===== src/rtl/net_seq_ctrl_pkg.sv =====
// Shared constants, state encodings and bus types for the 7-15-2 net sequencer.
// Optional checksum feature is selected with the CFG_CHECKSUM_EN macro.
package net_seq_ctrl_pkg;

   localparam int DATA_W    = 32;
   localparam int N_IN      = 7;
   localparam int N_HID     = 15;
   localparam int N_OUT     = 2;
   localparam int N_NEUR    = N_HID + N_OUT;
   localparam int ADDR_W    = 5;
   localparam int NEUR_W    = $clog2(N_NEUR);
   localparam int TO_CYC    = 1024;
   localparam int CYC_W     = $clog2(TO_CYC);

   localparam int HID_DEPTH   = N_IN + 1;
   localparam int OUT_DEPTH   = N_HID + 1;
   localparam int TOTAL_WORDS = N_HID * HID_DEPTH + N_OUT * OUT_DEPTH;

   localparam logic [ADDR_W-1:0] HID_BIAS_ADDR = ADDR_W'(N_IN);
   localparam logic [ADDR_W-1:0] OUT_BIAS_ADDR = ADDR_W'(N_HID);

   typedef logic [DATA_W-1:0] word_data_bus_t;

   localparam logic [1:0] S_LOAD = 2'd0;
   localparam logic [1:0] S_CHK  = 2'd1;
   localparam logic [1:0] S_IDLE = 2'd2;
   localparam logic [1:0] S_RUN  = 2'd3;

   // Hidden neurons occupy the low strobe bits, output neurons follow.
   function automatic logic [N_NEUR-1:0] neuron_onehot(input logic [NEUR_W-1:0] n);
      return {{(N_NEUR-1){1'b0}}, 1'b1} << n;
   endfunction

endpackage


===== src/rtl/net_seq_ctrl_if.sv =====
// Weight stream from the host plus the shared WRAM write bus towards the net.
// master = sequencer side, slave = host/net side.
interface net_seq_ctrl_if;
   import net_seq_ctrl_pkg::*;

   logic                cfg_valid;
   logic                cfg_ready;
   word_data_bus_t      cfg_data;
   logic                cfg_reload;

   logic [N_NEUR-1:0]   wr_en;
   logic [ADDR_W-1:0]   wr_addr;
   word_data_bus_t      wr_data;

   modport master (
      input  cfg_valid, cfg_data, cfg_reload,
      output cfg_ready, wr_en, wr_addr, wr_data
   );

   modport slave (
      output cfg_valid, cfg_data, cfg_reload,
      input  cfg_ready, wr_en, wr_addr, wr_data
   );

endinterface


===== src/rtl/net_seq_ctrl_wram_addr_gen.sv =====
// Neuron/address counter pair walking every WRAM word in load order.
// Hidden neurons are N_IN+1 deep, output neurons N_HID+1 deep.
module wram_addr_gen
   import net_seq_ctrl_pkg::*;
(
   input  logic              clk,
   input  logic              reset,
   input  logic              clear,
   input  logic              advance,
   output logic [NEUR_W-1:0] neuron,
   output logic [ADDR_W-1:0] addr,
   output logic              last
);

   logic [NEUR_W-1:0] neuron_q, neuron_d;
   logic [ADDR_W-1:0] addr_q, addr_d;
   logic [ADDR_W-1:0] bias_addr;

   // The bias word closes each neuron; the last output bias wraps back to word 0.
   always_comb begin
      bias_addr = (neuron_q < NEUR_W'(N_HID)) ? HID_BIAS_ADDR : OUT_BIAS_ADDR;
      last      = (neuron_q == NEUR_W'(N_NEUR - 1)) && (addr_q == OUT_BIAS_ADDR);
      neuron_d  = neuron_q;
      addr_d    = addr_q;
      if (clear) begin
         neuron_d = '0;
         addr_d   = '0;
      end else if (advance) begin
         if (last) begin
            neuron_d = '0;
            addr_d   = '0;
         end else if (addr_q == bias_addr) begin
            neuron_d = neuron_q + 1'b1;
            addr_d   = '0;
         end else begin
            addr_d = addr_q + 1'b1;
         end
      end
   end

   always_ff @(posedge clk) begin
      if (reset) begin
         neuron_q <= '0;
         addr_q   <= '0;
      end else begin
         neuron_q <= neuron_d;
         addr_q   <= addr_d;
      end
   end

   assign neuron = neuron_q;
   assign addr   = addr_q;

endmodule


===== src/rtl/net_seq_ctrl.sv =====
// Sequencer for the 7-15-2 net: loads every neuron's WRAM, then runs inferences.
// Define CFG_CHECKSUM_EN to add a trailing checksum word and the chk_err output.
module net_seq_ctrl
   import net_seq_ctrl_pkg::*;
(
   input  logic           clk,
   input  logic           reset,
   net_seq_ctrl_if.master bus,
   input  logic           start,
   output logic           net_in_rdy,
   input  logic           net_rdy,
   input  word_data_bus_t net_out_0,
   input  word_data_bus_t net_out_1,
   output word_data_bus_t res_0,
   output word_data_bus_t res_1,
   output logic           res_valid,
   output logic           load_done,
   output logic           busy,
   output logic           to_err
`ifdef CFG_CHECKSUM_EN
   ,
   output logic           chk_err
`endif
);

   logic [1:0]        state_q, state_d;
   logic [N_NEUR-1:0] wr_en_q, wr_en_d;
   logic [ADDR_W-1:0] wr_addr_q, wr_addr_d;
   word_data_bus_t    wr_data_q, wr_data_d;
   logic              load_done_q, load_done_d;
   logic              in_rdy_q, in_rdy_d;
   word_data_bus_t    res_0_q, res_0_d;
   word_data_bus_t    res_1_q, res_1_d;
   logic              res_valid_q, res_valid_d;
   logic              to_err_q, to_err_d;
   logic [CYC_W-1:0]  cyc_q, cyc_d;
`ifdef CFG_CHECKSUM_EN
   word_data_bus_t    sum_q, sum_d;
   logic              chk_err_q, chk_err_d;
`endif

   logic              accept;
   logic              gen_clear;
   logic              gen_advance;
   logic [NEUR_W-1:0] gen_neuron;
   logic [ADDR_W-1:0] gen_addr;
   logic              gen_last;

   wram_addr_gen u_addr_gen (
      .clk     (clk),
      .reset   (reset),
      .clear   (gen_clear),
      .advance (gen_advance),
      .neuron  (gen_neuron),
      .addr    (gen_addr),
      .last    (gen_last)
   );

   assign bus.cfg_ready = (state_q == S_LOAD) || (state_q == S_CHK);
   assign accept        = bus.cfg_valid && bus.cfg_ready;

   always_comb begin
      state_d     = state_q;
      wr_en_d     = '0;
      wr_addr_d   = wr_addr_q;
      wr_data_d   = wr_data_q;
      load_done_d = load_done_q;
      in_rdy_d    = in_rdy_q;
      res_0_d     = res_0_q;
      res_1_d     = res_1_q;
      res_valid_d = 1'b0;
      to_err_d    = to_err_q;
      cyc_d       = cyc_q;
      gen_clear   = 1'b0;
      gen_advance = 1'b0;
`ifdef CFG_CHECKSUM_EN
      sum_d       = sum_q;
      chk_err_d   = chk_err_q;
`endif
      case (state_q)
         S_LOAD: begin
            if (accept) begin
               wr_en_d     = neuron_onehot(gen_neuron);
               wr_addr_d   = gen_addr;
               wr_data_d   = bus.cfg_data;
               gen_advance = 1'b1;
`ifdef CFG_CHECKSUM_EN
               sum_d       = sum_q + bus.cfg_data;
               if (gen_last) begin
                  state_d = S_CHK;
               end
`else
               if (gen_last) begin
                  state_d     = S_IDLE;
                  load_done_d = 1'b1;
               end
`endif
            end
         end
         S_CHK: begin
`ifdef CFG_CHECKSUM_EN
            // The address generator has already wrapped, so a mismatch reloads from word 0.
            if (accept) begin
               if (bus.cfg_data == sum_q) begin
                  state_d     = S_IDLE;
                  load_done_d = 1'b1;
               end else begin
                  state_d   = S_LOAD;
                  chk_err_d = 1'b1;
                  sum_d     = '0;
               end
            end
`else
            state_d = S_LOAD;
`endif
         end
         S_IDLE: begin
            if (bus.cfg_reload) begin
               state_d     = S_LOAD;
               load_done_d = 1'b0;
               gen_clear   = 1'b1;
`ifdef CFG_CHECKSUM_EN
               sum_d       = '0;
               chk_err_d   = 1'b0;
`endif
            end else if (start) begin
               state_d  = S_RUN;
               in_rdy_d = 1'b1;
               to_err_d = 1'b0;
               cyc_d    = '0;
            end
         end
         S_RUN: begin
            // in_rdy stays high for at most TO_CYC cycles before giving up.
            if (net_rdy) begin
               res_0_d     = net_out_0;
               res_1_d     = net_out_1;
               res_valid_d = 1'b1;
               in_rdy_d    = 1'b0;
               state_d     = S_IDLE;
            end else if (cyc_q == CYC_W'(TO_CYC - 1)) begin
               to_err_d = 1'b1;
               in_rdy_d = 1'b0;
               state_d  = S_IDLE;
            end else begin
               cyc_d = cyc_q + 1'b1;
            end
         end
         default: state_d = S_LOAD;
      endcase
   end

   always_ff @(posedge clk) begin
      if (reset) begin
         state_q     <= S_LOAD;
         wr_en_q     <= '0;
         wr_addr_q   <= '0;
         wr_data_q   <= '0;
         load_done_q <= 1'b0;
         in_rdy_q    <= 1'b0;
         res_0_q     <= '0;
         res_1_q     <= '0;
         res_valid_q <= 1'b0;
         to_err_q    <= 1'b0;
         cyc_q       <= '0;
`ifdef CFG_CHECKSUM_EN
         sum_q       <= '0;
         chk_err_q   <= 1'b0;
`endif
      end else begin
         state_q     <= state_d;
         wr_en_q     <= wr_en_d;
         wr_addr_q   <= wr_addr_d;
         wr_data_q   <= wr_data_d;
         load_done_q <= load_done_d;
         in_rdy_q    <= in_rdy_d;
         res_0_q     <= res_0_d;
         res_1_q     <= res_1_d;
         res_valid_q <= res_valid_d;
         to_err_q    <= to_err_d;
         cyc_q       <= cyc_d;
`ifdef CFG_CHECKSUM_EN
         sum_q       <= sum_d;
         chk_err_q   <= chk_err_d;
`endif
      end
   end

   assign bus.wr_en   = wr_en_q;
   assign bus.wr_addr = wr_addr_q;
   assign bus.wr_data = wr_data_q;
   assign net_in_rdy  = in_rdy_q;
   assign res_0       = res_0_q;
   assign res_1       = res_1_q;
   assign res_valid   = res_valid_q;
   assign load_done   = load_done_q;
   assign busy        = (state_q != S_IDLE);
   assign to_err      = to_err_q;
`ifdef CFG_CHECKSUM_EN
   assign chk_err     = chk_err_q;
`endif

   wr_en_onehot: assert property (@(posedge clk) disable iff (reset) $onehot0(wr_en_q));
   in_rdy_only_in_run: assert property (@(posedge clk) disable iff (reset)
      in_rdy_q |-> (state_q == S_RUN));

endmodule


===== src/flat_wrapper.sv =====
// flat-port wrapper written by rule: the top's interface ports become plain ports
module net_seq_ctrl_flat import net_seq_ctrl_pkg::*;
  (clk, reset, start, net_in_rdy, net_rdy, net_out_0, net_out_1, res_0, res_1, res_valid, load_done, busy, to_err, bus_cfg_valid, bus_cfg_data, bus_cfg_reload, bus_cfg_ready, bus_wr_en, bus_wr_addr, bus_wr_data);
  net_seq_ctrl_if bus_i ();
  input  logic clk;
  input  logic reset;
  input  logic start;
  output logic net_in_rdy;
  input  logic net_rdy;
  input  word_data_bus_t net_out_0;
  input  word_data_bus_t net_out_1;
  output word_data_bus_t res_0;
  output word_data_bus_t res_1;
  output logic res_valid;
  output logic load_done;
  output logic busy;
  output logic to_err;
  input wire logic [$bits(bus_i.cfg_valid)-1:0] bus_cfg_valid;
  input wire logic [$bits(bus_i.cfg_data)-1:0] bus_cfg_data;
  input wire logic [$bits(bus_i.cfg_reload)-1:0] bus_cfg_reload;
  output wire logic [$bits(bus_i.cfg_ready)-1:0] bus_cfg_ready;
  output wire logic [$bits(bus_i.wr_en)-1:0] bus_wr_en;
  output wire logic [$bits(bus_i.wr_addr)-1:0] bus_wr_addr;
  output wire logic [$bits(bus_i.wr_data)-1:0] bus_wr_data;
  assign bus_i.cfg_valid = bus_cfg_valid;
  assign bus_i.cfg_data = bus_cfg_data;
  assign bus_i.cfg_reload = bus_cfg_reload;
  assign bus_cfg_ready = bus_i.cfg_ready;
  assign bus_wr_en = bus_i.wr_en;
  assign bus_wr_addr = bus_i.wr_addr;
  assign bus_wr_data = bus_i.wr_data;
  net_seq_ctrl u_core (.clk(clk), .reset(reset), .bus(bus_i), .start(start), .net_in_rdy(net_in_rdy), .net_rdy(net_rdy), .net_out_0(net_out_0), .net_out_1(net_out_1), .res_0(res_0), .res_1(res_1), .res_valid(res_valid), .load_done(load_done), .busy(busy), .to_err(to_err));
endmodule

===== config.mk =====
export PLATFORM = sky130hd
export DESIGN_NAME = net_seq_ctrl_flat
export DESIGN_NICKNAME = d
export VERILOG_FILES = /design/src/rtl/net_seq_ctrl_pkg.sv /design/src/rtl/net_seq_ctrl_if.sv /design/src/rtl/net_seq_ctrl_wram_addr_gen.sv /design/src/rtl/net_seq_ctrl.sv /design/src/flat_wrapper.sv
export SDC_FILE = /design/constraint.sdc
export NUM_CORES = 1
export LEC_CHECK = 0
export ABC_AREA = 1
export CORE_MARGIN = 5
export CORE_UTILIZATION = 46
export CTS_CLUSTER_DIAMETER = 80
export DETAILED_ROUTE_END_ITERATION = 16
export HOLD_SLACK_MARGIN = 0.12
export PLACE_DENSITY = 0.95
export SYNTH_ARGS = -nofsm -noshare
export SYNTH_HDL_FRONTEND = slang
export SYNTH_HIERARCHICAL = 1
export SYNTH_SLANG_ARGS = --single-unit

===== constraint.sdc =====
create_clock -name clk -period 3.1 [get_ports clk]
set_clock_uncertainty 0.2 [all_clocks]
set_input_delay 0.31 -clock clk [delete_from_list [all_inputs] [get_ports clk]]
set_output_delay 0.31 -clock clk [all_outputs]
set_load 0.1 [all_outputs]

==> results.yml <==
outcome:
  status: "complete, no violations"
placement:
  hpwl_um: 11900
  io_buffers: 225
  gp_congestion: 0.832
  pre_cts_slack_ns: 0.848
  dpl_cell_area_um2: 7600
floorplanning:
  dieArea_um2: 14400
  io_pins: 226
  row_count: 40
  fp.dieH_um: 120
  core_area_um2: 12000
  die_x_um: 120
  initial_core_util_pct: 46.7
setup_path:
  crit_chain: "ha_1 > nand2_4 > buf_4 > nand2_4 > inv_4 > nand2_4 > a21oi_1 > nor2_1"
  critPathKind: "reg -> reg"
  ff2ff_setup_slack_ns: 0.90
  r2r_cells: 8
  path_depth: 8
  start_kind: "register"
  rr_startpoint: "u_core/state_q[0]"
  crit_start: "u_core/state_q[0]"
  endpoint_kind: "register"
  cp.required_ns: 3.20
  crit_path_frequent_cell: "nand2_4"
  critPathTopFamily: "buffers and inverters"
  worstPathArrival_ns: 2.30
  crit_buf_inv: 2
  r2r_end: "u_core/cyc_q[5]"
  critPathMaxStageDelay_ns: 0.49
  crit_slowest_cell: "buf_4"
  crit_fanout: 66
  crit_end: "u_core/cyc_q[5]"
final_layout:
  final_common_cell: "nor2_1"
  final_cell_mix: "nor2_1 (250), dfxtp_1 (144), buf_4 (128)"
  multi_input_area_um2: 2380
  layout.nets: 1049
  final_cell_area_um2: 8270
  drive_gt1_share_pct: 20.6
  final_core_util_pct: 69.1
  regArea_um2: 2880
  fillCellCount: 928
  syn2layout_area_growth_pct: 48.2
  n_antenna_cell: 0
yosys:
  synth_largest_area_cell: "dfxtp_1"
  avgSynthCellArea_um2: 7.72
  netlist_instances: 723
  yosysTopAreaCellShare_pct: 51.6
  syn_area_um2: 5580
  synthesis.nets: 834
  synth_seq_cells: 144
  yosysUniqueCellTypes: 35
  synth_edf_count: 0
  ys_top_cells_by_area: "dfxtp_1 (52%), nor2_1 (17%), o21ai_0 (8.2%)"
  ys.flop_type: "dfxtp_1"
  seq_area_frac_synth_pct: 51.6
  synthArstFlopShare_pct: 0
  synth_warnings: 6
clock_network:
  h-tree-depth: 4
  cts_tree: "done"
  postCtsHoldBufs: 0
  cts_sinks: 144
  postCtsResizedCells: 0
  clk_path_buf_depth: 2
  worstSkewPairLatency_ns: 0.40
  post_cts_buffers: 0
  clockRootBuffer: "clkbuf_16"
  numCtsBuffers: 17
  path_clk_slew_ns: 0.06
sta:
  relSlewSlack_pct: 60.3
  tns_ns: 0
  worst_slew_pin_slew_ns: 0.595
  setup_ws_ns: 0.903
  finalHoldViolations: 0
  setup_viol: 0
  rsz0062_at_grt: "no"
  timing.final.crit_period_ns: 2.20
  fmax_ghz: 0.455
  hold_slack_ns: 0.254
  post-route-period-util_pct: 70.9
  finalMaxSlewViolations: 0
route:
  wire_per_inst_um: 15.1
  vias: 5520
  ant_nets: 0
  firstDrtPassIters: 5
  viasPerCell: 5.03
  drtIter0Drc: 408
  wirelength_um: 16600
  drc: 0
pwr:
  leakage_nw: 3.57
  vdd_ir_drop_max_mv: 0.774
  p_per_area_nw_per_um2: 914
global_routing:
  overflow: 0
  grtUsageTotal_pct: 22.3
  grt_pass1_vias: 5247
  antenna_found_initial: 0
  grt_max_degree: 113
  grt_pass1_wl_um: 26000
flow_run:
  drv_cap: 0
worst_hold_path:
  hold_path_class: "reg -> reg"
sequential cells by signal (all words and copies together) (netlist names), 2 cells and up:
signal / flops
u_core/cyc_q: 10
u_core/res_1: 32
u_core/bus.wr_en: 17
u_core/bus.wr_data: 32
u_core/state_q: 2
u_core/bus.wr_addr: 5
u_core/u_addr_gen/addr: 5
u_core/u_addr_gen/neuron: 5
u_core/res_0: 32
synthesized netlist by cell type (4+ instances only):
library cell,n
nor2_1,250
o21ai_0,92
nand2_1,58
nand2_2,5
inv_1,31
inv_2,5
ha_1,9
a21oi_1,15
nor2_2,4
clkbuf_1,14
nand3_1,27
o21ai_1,14
nand2_4,6
dfxtp_1,144
buf_2,16
through the flow:
stage / power [mW] / cells
floorplan: 4.60 / 723
global placement: 5.24 / 1066
detailed placement: 5.30 / 1066
CTS: 7.60 / 1098
global route: 7.88 / 1098
finish: 7.56 / 1098
how the worst min path moves through the flow:
| stage | start | to | slack (ns) | cells past startpoint |
|---|---|---|---|---|
| global route | u_core/cyc_q[9] | u_core/cyc_q[9] | 0.30 | 2 |
| global placement | u_core/load_done | u_core/load_done | 0.25 | 2 |
| floorplan | reset | u_core/cyc_q[1] | 0.18 | 1 |
| detailed placement | u_core/load_done | u_core/load_done | 0.25 | 2 |
| CTS | u_core/load_done | u_core/load_done | 0.26 | 2 |
| finish | u_core/load_done | u_core/load_done | 0.25 | 2 |
tightest hold or removal path: cells and delay by family (launching register included):
family	cells	cell delay, ns
AOI/OAI and AO/OA	1	0.05
buffers and inverters	1	0.05
DFF	1	0.31
power breakdown:
group	switching (mW)	total, mW	internal (mW)
clock network	0.780	2.29	1.51
logic	2.37	3.05	0.682
registers	0.133	2.22	2.09
area by class of cell:
cell class | instances | area share, %
clock buffers | 18 | 5.19
clock inverters | 14 | 2.86
inverters | 37 | 1.71
multi-input cells | 507 | 28.8
flip-flops and latches | 144 | 34.9
well taps | 147 | 2.22
repair buffers | 231 | 24.3
cells by family (layout without fill, tap and decap cells):
| logic type | Yosys count | count (layout) | share of synthesized area [%] |
|---|---|---|---|
| simple gates | 370 | 370 | 28.8 |
| buf+inv | 72 | 300 | 5.63 |
| fa+ha+maj | 9 | 9 | 2.02 |
| xor+xnor | 3 | 3 | 0.471 |
| compound gates | 125 | 125 | 11.4 |
| flops | 144 | 144 | 51.6 |
layer usage:
metal	global-route usage, %	part of all wire [%]	routed length [um]	vias up
met1	26.1	40	6630	2540
met2	38.2	50	8210	218
met4	8.30	2.5	409	0
met3	6.88	8.1	1340	32
li1	-	-	-	2730
met5	0	0	0	-
No activity file was read; power rests on OpenSTA's default activity.
